$ cat src/rtl/dds_spi_dac_tx.sv
// Serialises one waveform sample per handshake into a 16-bit MCP4921-style SPI write frame (SPI mode 0).
// Define DDS_DAC_LDAC_EN to add an LDAC strobe phase after cs_n rises; otherwise dac_ldac_n is held low.
module dds_spi_dac_tx #(
    parameter int         WAVE_W    = 12,
    parameter int         CLK_DIV   = 2,
    parameter logic [3:0] CFG       = 4'b0111,
    parameter bit         SIGNED_IN = 1'b0
) (
    input  logic              clk,
    input  logic              rst,
    input  logic [WAVE_W-1:0] sample_in,
    input  logic              sample_valid,
    output logic              sample_ready,
    output logic              busy,
    output logic              frame_done,
    output logic              spi_sclk,
    output logic              spi_cs_n,
    output logic              spi_mosi,
    output logic              dac_ldac_n
);

    typedef enum logic [2:0] {
        IDLE,
        SETUP,
        SHIFT_HI,
        SHIFT_LO,
        HOLD,
        GAP,
`ifdef DDS_DAC_LDAC_EN
        LDAC,
`endif
        DONE
    } state_t;

    state_t      state;
    logic [7:0]  cnt;
    logic [3:0]  bit_cnt;
    logic [14:0] shreg;
    logic        phase_end;

    logic [WAVE_W-1:0] samp_c;
    logic [11:0]       data12;

    always_comb begin
        samp_c = sample_in;
        if (SIGNED_IN) samp_c[WAVE_W-1] = ~sample_in[WAVE_W-1];
    end

    // MSB-align to the 12 DAC bits: drop LSBs of wide samples, zero-pad narrow ones.
    generate
        if (WAVE_W >= 12) begin : g_trunc
            assign data12 = samp_c[WAVE_W-1 -: 12];
        end else begin : g_pad
            assign data12 = {samp_c, {(12-WAVE_W){1'b0}}};
        end
    endgenerate

    assign phase_end = (cnt == 8'(CLK_DIV - 1));

    always_ff @(posedge clk) begin
        if (rst) begin
            state        <= IDLE;
            cnt          <= '0;
            bit_cnt      <= '0;
            shreg        <= '0;
            sample_ready <= 1'b0;
            busy         <= 1'b0;
            frame_done   <= 1'b0;
            spi_sclk     <= 1'b0;
            spi_cs_n     <= 1'b1;
            spi_mosi     <= 1'b0;
            dac_ldac_n   <= 1'b1;
        end else begin
            frame_done <= 1'b0;
`ifdef DDS_DAC_LDAC_EN
`else
            dac_ldac_n <= 1'b0;
`endif
            cnt <= (state == IDLE || phase_end) ? '0 : cnt + 8'd1;
            case (state)
                IDLE: begin
                    sample_ready <= 1'b1;
                    if (sample_valid && sample_ready) begin
                        // Bit 15 goes straight to mosi; shreg holds the 15 bits still to send.
                        shreg        <= {CFG[2:0], data12};
                        spi_mosi     <= CFG[3];
                        spi_cs_n     <= 1'b0;
                        sample_ready <= 1'b0;
                        busy         <= 1'b1;
                        bit_cnt      <= '0;
                        state        <= SETUP;
                    end
                end
                SETUP: if (phase_end) begin
                    spi_sclk <= 1'b1;
                    state    <= SHIFT_HI;
                end
                SHIFT_HI: if (phase_end) begin
                    spi_sclk <= 1'b0;
                    if (bit_cnt == 4'd15) begin
                        state <= HOLD;
                    end else begin
                        spi_mosi <= shreg[14];
                        shreg    <= {shreg[13:0], 1'b0};
                        bit_cnt  <= bit_cnt + 4'd1;
                        state    <= SHIFT_LO;
                    end
                end
                SHIFT_LO: if (phase_end) begin
                    spi_sclk <= 1'b1;
                    state    <= SHIFT_HI;
                end
                HOLD: if (phase_end) begin
                    spi_cs_n <= 1'b1;
                    state    <= GAP;
                end
                GAP: if (phase_end) begin
`ifdef DDS_DAC_LDAC_EN
                    dac_ldac_n <= 1'b0;
                    state      <= LDAC;
`else
                    frame_done <= 1'b1;
                    state      <= DONE;
`endif
                end
`ifdef DDS_DAC_LDAC_EN
                LDAC: if (phase_end) begin
                    dac_ldac_n <= 1'b1;
                    frame_done <= 1'b1;
                    state      <= DONE;
                end
`endif
                DONE: begin
                    busy         <= 1'b0;
                    sample_ready <= 1'b1;
                    spi_mosi     <= 1'b0;
                    state        <= IDLE;
                end
                default: state <= IDLE;
            endcase
        end
    end

endmodule

$ cat config.mk
export PLATFORM = sky130hd
export DESIGN_NAME = dds_spi_dac_tx
export DESIGN_NICKNAME = d
export VERILOG_FILES = /design/src/rtl/dds_spi_dac_tx.sv
export SDC_FILE = /design/constraint.sdc
export NUM_CORES = 1
export LEC_CHECK = 0
export BUFFER_PORTS_ARGS = -buffer_cell sky130_fd_sc_hd__buf_2
export CORE_UTILIZATION = 35
export DETAILED_ROUTE_END_ITERATION = 16
export GPL_ROUTABILITY_DRIVEN = 0
export PLACE_DENSITY_LB_ADDON = 0.05
export SYNTH_ARGS = -nofsm -noshare
export SYNTH_HDL_FRONTEND = slang
export SYNTH_SLANG_ARGS = --single-unit
$ cat constraint.sdc
create_clock -name clk -period 3.7 [get_ports clk]
set_input_delay 0.555 -clock clk [delete_from_list [all_inputs] [get_ports clk]]
set_output_delay 0.555 -clock clk [all_outputs]
set_load 0.05 [all_outputs]
==> impl_metrics.json, run 1 <==
{
  "finalSetupViolCount": 0,
  "place_inst": 253,
  "busiest_layer": "met2",
  "die_area_sq_um": 5410,
  "grt_max_degree": 31,
  "fin_nets": 211,
  "leakagePower_nw": 0.713,
  "vdd_drop_max_uv": 202,
  "synth_nets": 193,
  "timing.hold.ws_ns": 0.488,
  "synth_top_area_cell": "dfxtp_1",
  "cts_made_buffers": 5,
  "antenna_found_initial": 0,
  "yosysSeqAreaShare_pct": 41.3,
  "hold_path_class": "reg -> reg",
  "wire_per_inst_um": 14.3,
  "die_h_um": 73.6,
  "power_frac_clock_pct": 34.0,
  "grt_pass1_wl_um": 6190,
  "p_total_mw": 0.828,
  "fmax_mhz": 494,
  "synth_area_sq_um": 1790,
  "io_buffers": 21,
  "hold_viol": 0,
  "internal_power_mw": 0.609,
  "n_antenna_cell": 0,
  "fin_cells": 260,
  "dpl.hpwl_um": 2520,
  "fp.dieW_um": 73.6,
  "crit_path_max_fanout": 14,
  "grt_pass1_vias": 1319,
  "synth_most_common_cell": "dfxtp_1",
  "grtUsageMet1_pct": 20.1,
  "power.switching_mw": 0.219,
  "arrival_ns": 2.25,
  "clock-sinks": 37,
  "postCtsSetupBuffers": 0,
  "critical-path-max-stage-delay_ns": 0.42,
  "seqPwrFrac_pct": 52.2,
  "synth_cell_types": 50,
  "ys.flop_type": "dfxtp_1",
  "final_max_slew_viol_count": 0,
  "power.density_nw_per_um2": 412,
  "grtUsageMet3_pct": 4.39,
  "cts-htree-levels": 2,
  "worstSetupPathType": "reg -> reg",
  "hold_buffers": 0,
  "finalCritPeriodShare_pct": 54.7,
  "num_rows": 25,
  "cts_buffer_depth": 2,
  "start_kind": "flip-flop",
  "fin_tns_setup_ns": 0,
  "skew_ns": 0.00379,
  "cts.repair.resized": 0,
  "comb_power_share_pct": 13.8,
  "crit_slowest_cell": "nor2_4",
  "cts-root-buf": "clkbuf_8",
  "drc": 0,
  "ant_nets": 0,
  "ys_ff_latch": 37,
  "final_util_pct": 41.7,
  "async_flop_share_pct": 0,
  "insertion_delay_ns": 0.28,
  "initial_utilization_pct": 37.2,
  "cts_tree": "yes",
  "cp-end-kind": "flip-flop",
  "swShare_pct": 26.5,
  "syn_area_per_cell_sq_um": 10.2,
  "synth_area_leaders": "dfxtp_1 41%, a211oi_2 7.0%, mux2i_1 6.1%",
  "overflow": 0,
  "maxCapViolations": 0,
  "wl_um": 3720,
  "drtPass1Iterations": 4,
  "areaGrowthSynthToFinish_pct": 12.0,
  "core_area_sq_um": 4820,
  "rsz0062_at_grt": "false",
  "met2_usage_pct": 22.9,
  "cp_cell_sequence": "ha_1 > nor4b_4 > a41oi_2 > nor2_4 > o221a_2",
  "status": "complete, no violations",
  "track_usage_pct": 15.3,
  "pin_count": 22,
  "max_slew_margin_pct": 42.5,
  "yosysTopAreaCellShare_pct": 41.3,
  "routed_via_density": 5.21,
  "synth-edff-count": 0,
  "drt_iter0_drc": 79,
  "route.vias.total": 1355,
  "crit_required_ns": 3.93,
  "yosys-top-cells-count": "37 x dfxtp_1, 19 x a21oi_1, 11 x mux2i_1, 11 x nor2_1, 10 x a211oi_2",
  "tightest_slew_ns": 0.862,
  "synth_cells": 175,
  "yosys_warnings": 0,
  "drive_gt1_share_pct": 29.0,
  "min_period_ns": 2.02,
  "path_clk_slew_ns": 0.07
}
==> state kept, by name (all words and copies together), names as in the netlist <==
name / flops
shreg: 15
cnt: 8
bit_cnt: 4
state: 3
busy: 1
dac_ldac_n: 1
frame_done: 1
sample_ready: 1
spi_cs_n: 1
spi_mosi: 1
spi_sclk: 1
==> cell usage in the layout (no fill, tap or decap), types with 2 or more instances in the layout <==
cell type,Yosys,routed
nor2b_1,3,3
clkbuf_8,0,6
nand3_1,9,9
mux2i_1,11,11
nand2_1,5,5
o21ai_0,6,6
inv_1,2,2
o211ai_1,2,2
o31ai_1,2,2
ha_1,3,3
dfxtp_1,37,37
and3_1,3,3
buf_2,3,21
a21oi_1,19,19
xor2_1,5,5
a41oi_2,2,2
a211oi_2,10,10
nor2_1,11,11
o221a_2,4,4
a211oi_1,2,2
==> worst paths after layout <==
check	from	end	slack, ns	cells after the start
setup / recovery	cnt[0]	shreg[13]	1.68	5
hold / removal	shreg[0]	shreg[0]	0.49	2
setup reg to reg	cnt[0]	shreg[13]	1.68	5
hold reg to reg	shreg[0]	shreg[0]	0.49	2
==> stage by stage <==
stage	setup slack, ns	cell area, sq um
after floorplan	1.96	1790
after global placement	1.65	1920
after detailed placement	1.59	1920
after CTS	1.65	2010
after global routing	1.48	2010
final	1.68	2010
==> metal layers <==
layer  up-vias  routed length, um
met1       628               1880
met3         6                132
met5         -                  0
li1        692                  -
met2        29               1630
met4         0                 71
==> logic make-up (layout without fill, tap and decap cells) <==
logic type / count (synthesis) / count (layout) / synth area share, %
compound gates: 57 / 57 / 26.0
simple gates: 47 / 47 / 17.2
flops: 37 / 37 / 41.3
buf+inv: 14 / 32 / 4.40
mux: 11 / 11 / 6.14
xor+xnor: 6 / 6 / 2.93
fa+ha+maj: 3 / 3 / 2.09
==> worst max-delay path, delay by kind of cell (launching register included) <==
family | cells | cell delay (ns)
AND/OR/NAND/NOR | 2 | 0.79
AO/OA/AOI/OAI | 2 | 0.58
flip-flops | 1 | 0.41
adder cells (fa/ha/maj) | 1 | 0.18
==> layout make-up <==
cell class,count,area [sq um]
fillers,500,2810
multi-input cells,124,973
flip-flops and latches,37,741
repair buffers,22,113
clock buffers,7,86.3
well taps,67,83.8
inverters,3,11.3
==> power groups by stage <==
stage | clock network [mW] | logic (mW) | registers [mW]
after floorplan | 0 | 0.0784 | 0.454
after global placement | 0 | 0.113 | 0.441
after detailed placement | 0 | 0.115 | 0.441
after CTS | 0.294 | 0.116 | 0.432
after global routing | 0.311 | 0.126 | 0.435
final | 0.282 | 0.114 | 0.432
Power figures use the tool's default switching activity.
==> run 2, diff against run 1 <==
==> constraint.sdc (replaced) <==
create_clock -name clk -period 1.9 [get_ports clk]
set_input_delay 0.285 -clock clk [delete_from_list [all_inputs] [get_ports clk]]
set_output_delay 0.285 -clock clk [all_outputs]
set_load 0.05 [all_outputs]
==> run 2 against run 1 <==
Effect of this change: clock power is 87% higher; core utilization is 1.6 points higher; fmax is 17% higher; combinational power is 120% higher; critical path type unchanged.
==> impl_metrics.json, run 2 (synthesis gave the netlist of run 1 again) <==
{
  "cpLargestDelayFamily": "simple AND/OR/NAND/NOR gates",
  "fp.dieW_um": 73.6,
  "vdd_drop_max_uv": 299,
  "cts_made_buffers": 5,
  "route.vias.total": 1404,
  "cts_buffer_depth": 2,
  "areaGrowthSynthToFinish_pct": 16.2,
  "skew_ns": 0.00804,
  "cp_cell_sequence": "inv_1 > ha_1 > nor4b_4 > buf_4 > nand2_1 > nand4b_4 > o221a_2",
  "finalSetupViolCount": 0,
  "crit_cells": 7,
  "pin_count": 22,
  "max_slew_margin_pct": 57.6,
  "hold_buffers": 0,
  "ant_nets": 0,
  "cts-htree-levels": 2,
  "path_buf_inv": 2,
  "antenna_found_initial": 0,
  "cp-end-kind": "flip-flop",
  "hold_path_class": "in -> reg",
  "critical-path-max-stage-delay_ns": 0.34,
  "n_antenna_cell": 0,
  "final_common_cell": "dfxtp_1",
  "wire_per_inst_um": 14.3,
  "top_register": "shreg",
  "rsz0062_at_grt": "false",
  "fin_tns_setup_ns": 0,
  "dpl.hpwl_um": 2760,
  "final_max_slew_viol_count": 0,
  "die_area_sq_um": 5410,
  "r2r_cells": 7,
  "crit_required_ns": 2.08,
  "initial_utilization_pct": 37.2,
  "drt_iter0_drc": 42,
  "path_clk_slew_ns": 0.07,
  "start_kind": "flip-flop",
  "grt_pass1_vias": 1355,
  "hold_path_depth": 3,
  "status": "complete, no violations",
  "cts_tree": "yes",
  "drive_gt1_share_pct": 32.0,
  "overflow": 0,
  "tightest_slew_ns": 0.634,
  "worstSetupPathType": "reg -> reg",
  "drtPass1Iterations": 4,
  "arrival_ns": 1.92,
  "core_area_sq_um": 4820,
  "die_h_um": 73.6,
  "leakagePower_nw": 0.753,
  "track_usage_pct": 15.7,
  "drc": 0,
  "insertion_delay_ns": 0.29,
  "routed_via_density": 5.20,
  "num_rows": 25,
  "grt_max_degree": 22,
  "fmax_mhz": 577,
  "largest_register_ffs": 15,
  "top_regs": "shreg x15, cnt x8, bit_cnt x4",
  "fin_nets": 220,
  "final_util_pct": 43.2,
  "clock-sinks": 37,
  "grt_pass1_wl_um": 6470,
  "min_period_ns": 1.73,
  "crit_slowest_cell": "dfxtp_1",
  "hold_viol": 0,
  "maxCapViolations": 0,
  "final_cell_mix": "37 x dfxtp_1, 21 x buf_2, 19 x a21oi_1",
  "crit_path_max_fanout": 5,
  "wl_um": 3850,
  "io_buffers": 21,
  "power.density_nw_per_um2": 775,
  "cts-root-buf": "clkbuf_8",
  "finalCritPeriodShare_pct": 91.2
}
[run 2: cell types whose count changed in the layout (fill, tap and decap cells not counted), sizes merged]
cell / before / now
clkbuf: 7 / 8
buf: 22 / 31
[run 2: routing by layer]
metal | routed length [um] | vias to the layer above | part of all wire (%) | GRT usage (%)
met5 | 0 | - | 0 | 0
met4 | 65 | 0 | 1.7 | 6.62
met3 | 132 | 7 | 3.4 | 3.98
met2 | 1740 | 25 | 45 | 24.3
met1 | 1910 | 665 | 50 | 20.8
li1 | - | 707 | - | -
[run 2: timing repair]
item                                    CTS  global route
gates resized for setup                   0             1
buffers inserted                          0             1
endpoints found under the setup margin    0            12
[run 2: layout make-up]
| cell class | instances | area, sq um |
|---|---|---|
| timing repair buffer | 31 | 193 |
| multi-input combinational | 124 | 975 |
| inverter | 3 | 11.3 |
| tap | 67 | 83.8 |
| sequential | 37 | 741 |
| fill | 498 | 2730 |
| clock buffer | 8 | 80.1 |
[run 2: report_power, final]
group / switching [mW] / leakage [nW] / internal [mW]
sequential: 0.0241 / 0.302 / 0.815
clock: 0.265 / 0.0395 / 0.261
combinational: 0.148 / 0.411 / 0.101
total: 0.438 / 0.753 / 1.18
[run 2: stage by stage]
step	worst slack [ns]	cell area, sq um	hold slack [ns]	total power [mW]	cells
after CTS	0.110	2060	0.249	1.63	269
after global routing	0.00187	2080	0.295	1.70	270
after global placement	0.185	1980	0.465	1.09	261
after floorplan	0.160	1790	0.313	1.04	175
after detailed placement	0.121	1980	0.471	1.10	261
final	0.166	2080	0.257	1.61	270
[run 2: worst min-delay path: stages]
cell	delay, ns
buf_2	0.09
nand3_1	0.06
a21oi_1	0.06
[run 2: final timing paths]
check | slack, ns | end | start
max | 0.17 | shreg[13] | cnt[1]
min | 0.26 | shreg[0] | sample_in[0]
max reg2reg | 0.17 | shreg[13] | cnt[1]
min reg2reg | 0.48 | spi_sclk | spi_sclk
==> run 3, diff against run 2 <==
--- a/config.mk
+++ b/config.mk
@@ -10,6 +10,7 @@
 export DETAILED_ROUTE_END_ITERATION = 16
 export GPL_ROUTABILITY_DRIVEN = 0
 export PLACE_DENSITY_LB_ADDON = 0.05
+export RECOVER_POWER = 50
 export SYNTH_ARGS = -nofsm -noshare
 export SYNTH_HDL_FRONTEND = slang
 export SYNTH_SLANG_ARGS = --single-unit
==> constraint.sdc (replaced) <==
create_clock -name clk -period 1.8 [get_ports clk]
set_input_delay 0.27 -clock clk [delete_from_list [all_inputs] [get_ports clk]]
set_output_delay 0.27 -clock clk [all_outputs]
set_load 0.05 [all_outputs]
==> run 3 against run 2 <==
Effect of this change: clock power is 4.6% higher; sequential power is 5.4% higher; routed wire length is 0.44% higher; clock skew is 0.0015 ns higher; count of clock-buffer cells in the layout is 2 lower; critical endpoint is now shreg[14].
==> impl_metrics.json, run 3 (synthesis gave the netlist of run 1 again) <==
{
  "comb_power_share_pct": 15.8,
  "top_regs": "shreg x15, cnt x8, bit_cnt x4",
  "ant_nets": 0,
  "worstSetupPathType": "reg -> reg",
  "hold_viol": 0,
  "maxCapViolations": 0,
  "final_cell_mix": "37 x dfxtp_1, 19 x a21oi_1, 16 x buf_4",
  "areaGrowthSynthToFinish_pct": 18.9,
  "track_usage_pct": 15.8,
  "critical-path-max-stage-delay_ns": 0.39,
  "top_register": "shreg",
  "r2r-start": "bit_cnt[1]",
  "core_area_sq_um": 4820,
  "cts_buffer_depth": 2,
  "cts-root-buf": "clkbuf_8",
  "num_rows": 25,
  "grt_max_degree": 22,
  "crit_path_max_fanout": 8,
  "power.switching_mw": 0.464,
  "crit_required_ns": 1.98,
  "drc": 0,
  "final_max_slew_viol_count": 0,
  "leakagePower_nw": 0.769,
  "overflow": 0,
  "reg2reg_slack_ns": 0.16,
  "n_antenna_cell": 0,
  "place_inst": 266,
  "hold_path_class": "in -> reg",
  "internal_power_mw": 1.24,
  "routed_via_density": 5.11,
  "fp.dieW_um": 73.6,
  "fin_cells": 278,
  "swShare_pct": 27.2,
  "vdd_drop_max_uv": 348,
  "status": "complete, no violations",
  "min_period_ns": 1.64,
  "finalSetupViolCount": 0,
  "power.density_nw_per_um2": 799,
  "die_h_um": 73.6,
  "power_frac_clock_pct": 32.3,
  "drive_gt1_share_pct": 31.3,
  "insertion_delay_ns": 0.29,
  "fmax_mhz": 610,
  "cp_cell_sequence": "ha_1 > nand3_2 > a41oi_2 > nor2_4 > buf_12 > o221a_2",
  "cp-end-kind": "flip-flop",
  "multi_input_area_sq_um": 972,
  "seqPwrFrac_pct": 51.9,
  "largest_register_ffs": 15,
  "path_clk_slew_ns": 0.07,
  "dpl.hpwl_um": 2760,
  "cts_made_buffers": 5,
  "max_slew_margin_pct": 60.3,
  "grt_pass1_wl_um": 6510,
  "tightest_slew_ns": 0.598,
  "io_buffers": 21,
  "cts-htree-levels": 2,
  "final_common_cell": "dfxtp_1",
  "hold_buffers": 0,
  "pin_count": 22,
  "cts_tree": "yes",
  "final_util_pct": 44.3,
  "setup.worst_path.start": "bit_cnt[1]",
  "route.vias.total": 1421,
  "drt_iter0_drc": 76,
  "start_kind": "flip-flop",
  "rsz0062_at_grt": "false",
  "nFillCells": 501,
  "clock-sinks": 37,
  "hold_start": "sample_in[0]",
  "crit_slowest_cell": "dfxtp_1",
  "antenna_found_initial": 0,
  "fin_tns_setup_ns": 0,
  "hold_path_depth": 3,
  "wire_per_inst_um": 13.9,
  "wl_um": 3870,
  "ff_latch_area_sq_um": 741,
  "fin_nets": 228,
  "die_area_sq_um": 5410,
  "arrival_ns": 1.82,
  "initial_utilization_pct": 37.2,
  "grt_pass1_vias": 1346,
  "skew_ns": 0.00951,
  "finalCritPeriodShare_pct": 91.1,
  "r2r_cells": 6,
  "drtPass1Iterations": 5
}
[run 3: area by class of cell]
type / instances / area share (%)
clock buffer: 6 / 3.40
sequential: 37 / 34.7
inverter: 3 / 0.528
clock inverter: 2 / 0.469
timing repair buffer: 39 / 11.3
multi-input combinational: 124 / 45.6
tap: 67 / 3.93
[run 3: final timing paths]
kind                             endpoint
worst min register to register   spi_sclk
worst min-delay path             shreg[0]
worst max register to register  shreg[14]
worst max-delay path            shreg[14]
[run 3: critical path: cells and delay by family, from the launching register on]
| family | cells | cell delay (ns) |
|---|---|---|
| AO/OA/AOI/OAI | 2 | 0.52 |
| flip-flops | 1 | 0.39 |
| adder cells (fa/ha/maj) | 1 | 0.25 |
| AND/OR/NAND/NOR | 2 | 0.22 |
| buffers and inverters | 1 | 0.16 |
[run 3: layer usage]
layer | routed length, um | GRT usage [%]
met2 | 1760 | 24.6
met1 | 1930 | 21.2
met5 | 0 | 0
met4 | 50 | 5.13
met3 | 127 | 4.12
[run 3: stage by stage]
| step | power [mW] | instance area, sq um | worst slack, ns | hold slack (ns) |
|---|---|---|---|---|
| global route | 1.80 | 2130 | 0.00922 | 0.251 |
| finish | 1.70 | 2130 | 0.159 | 0.235 |
| floorplan | 1.09 | 1790 | 0.0602 | 0.298 |
| CTS | 1.72 | 2100 | 0.0716 | 0.234 |
| global placement | 1.16 | 2020 | 0.132 | 0.468 |
| detailed placement | 1.16 | 2020 | 0.0848 | 0.481 |
[run 3: power groups by stage]
stage / Combinational, mW / Sequential, mW / Clock [mW]
2_1_floorplan: 0.161 / 0.933 / 0
3_3_place_gp: 0.254 / 0.902 / 0
3_5_place_dp: 0.258 / 0.903 / 0
4_1_cts: 0.259 / 0.885 / 0.575
5_1_grt: 0.296 / 0.890 / 0.619
6_report: 0.269 / 0.885 / 0.550
[run 3: repair_timing]
item | CTS | global route
gates resized for setup | 0 | 1
endpoints found under the setup margin | 0 | 21
buffers inserted | 0 | 4
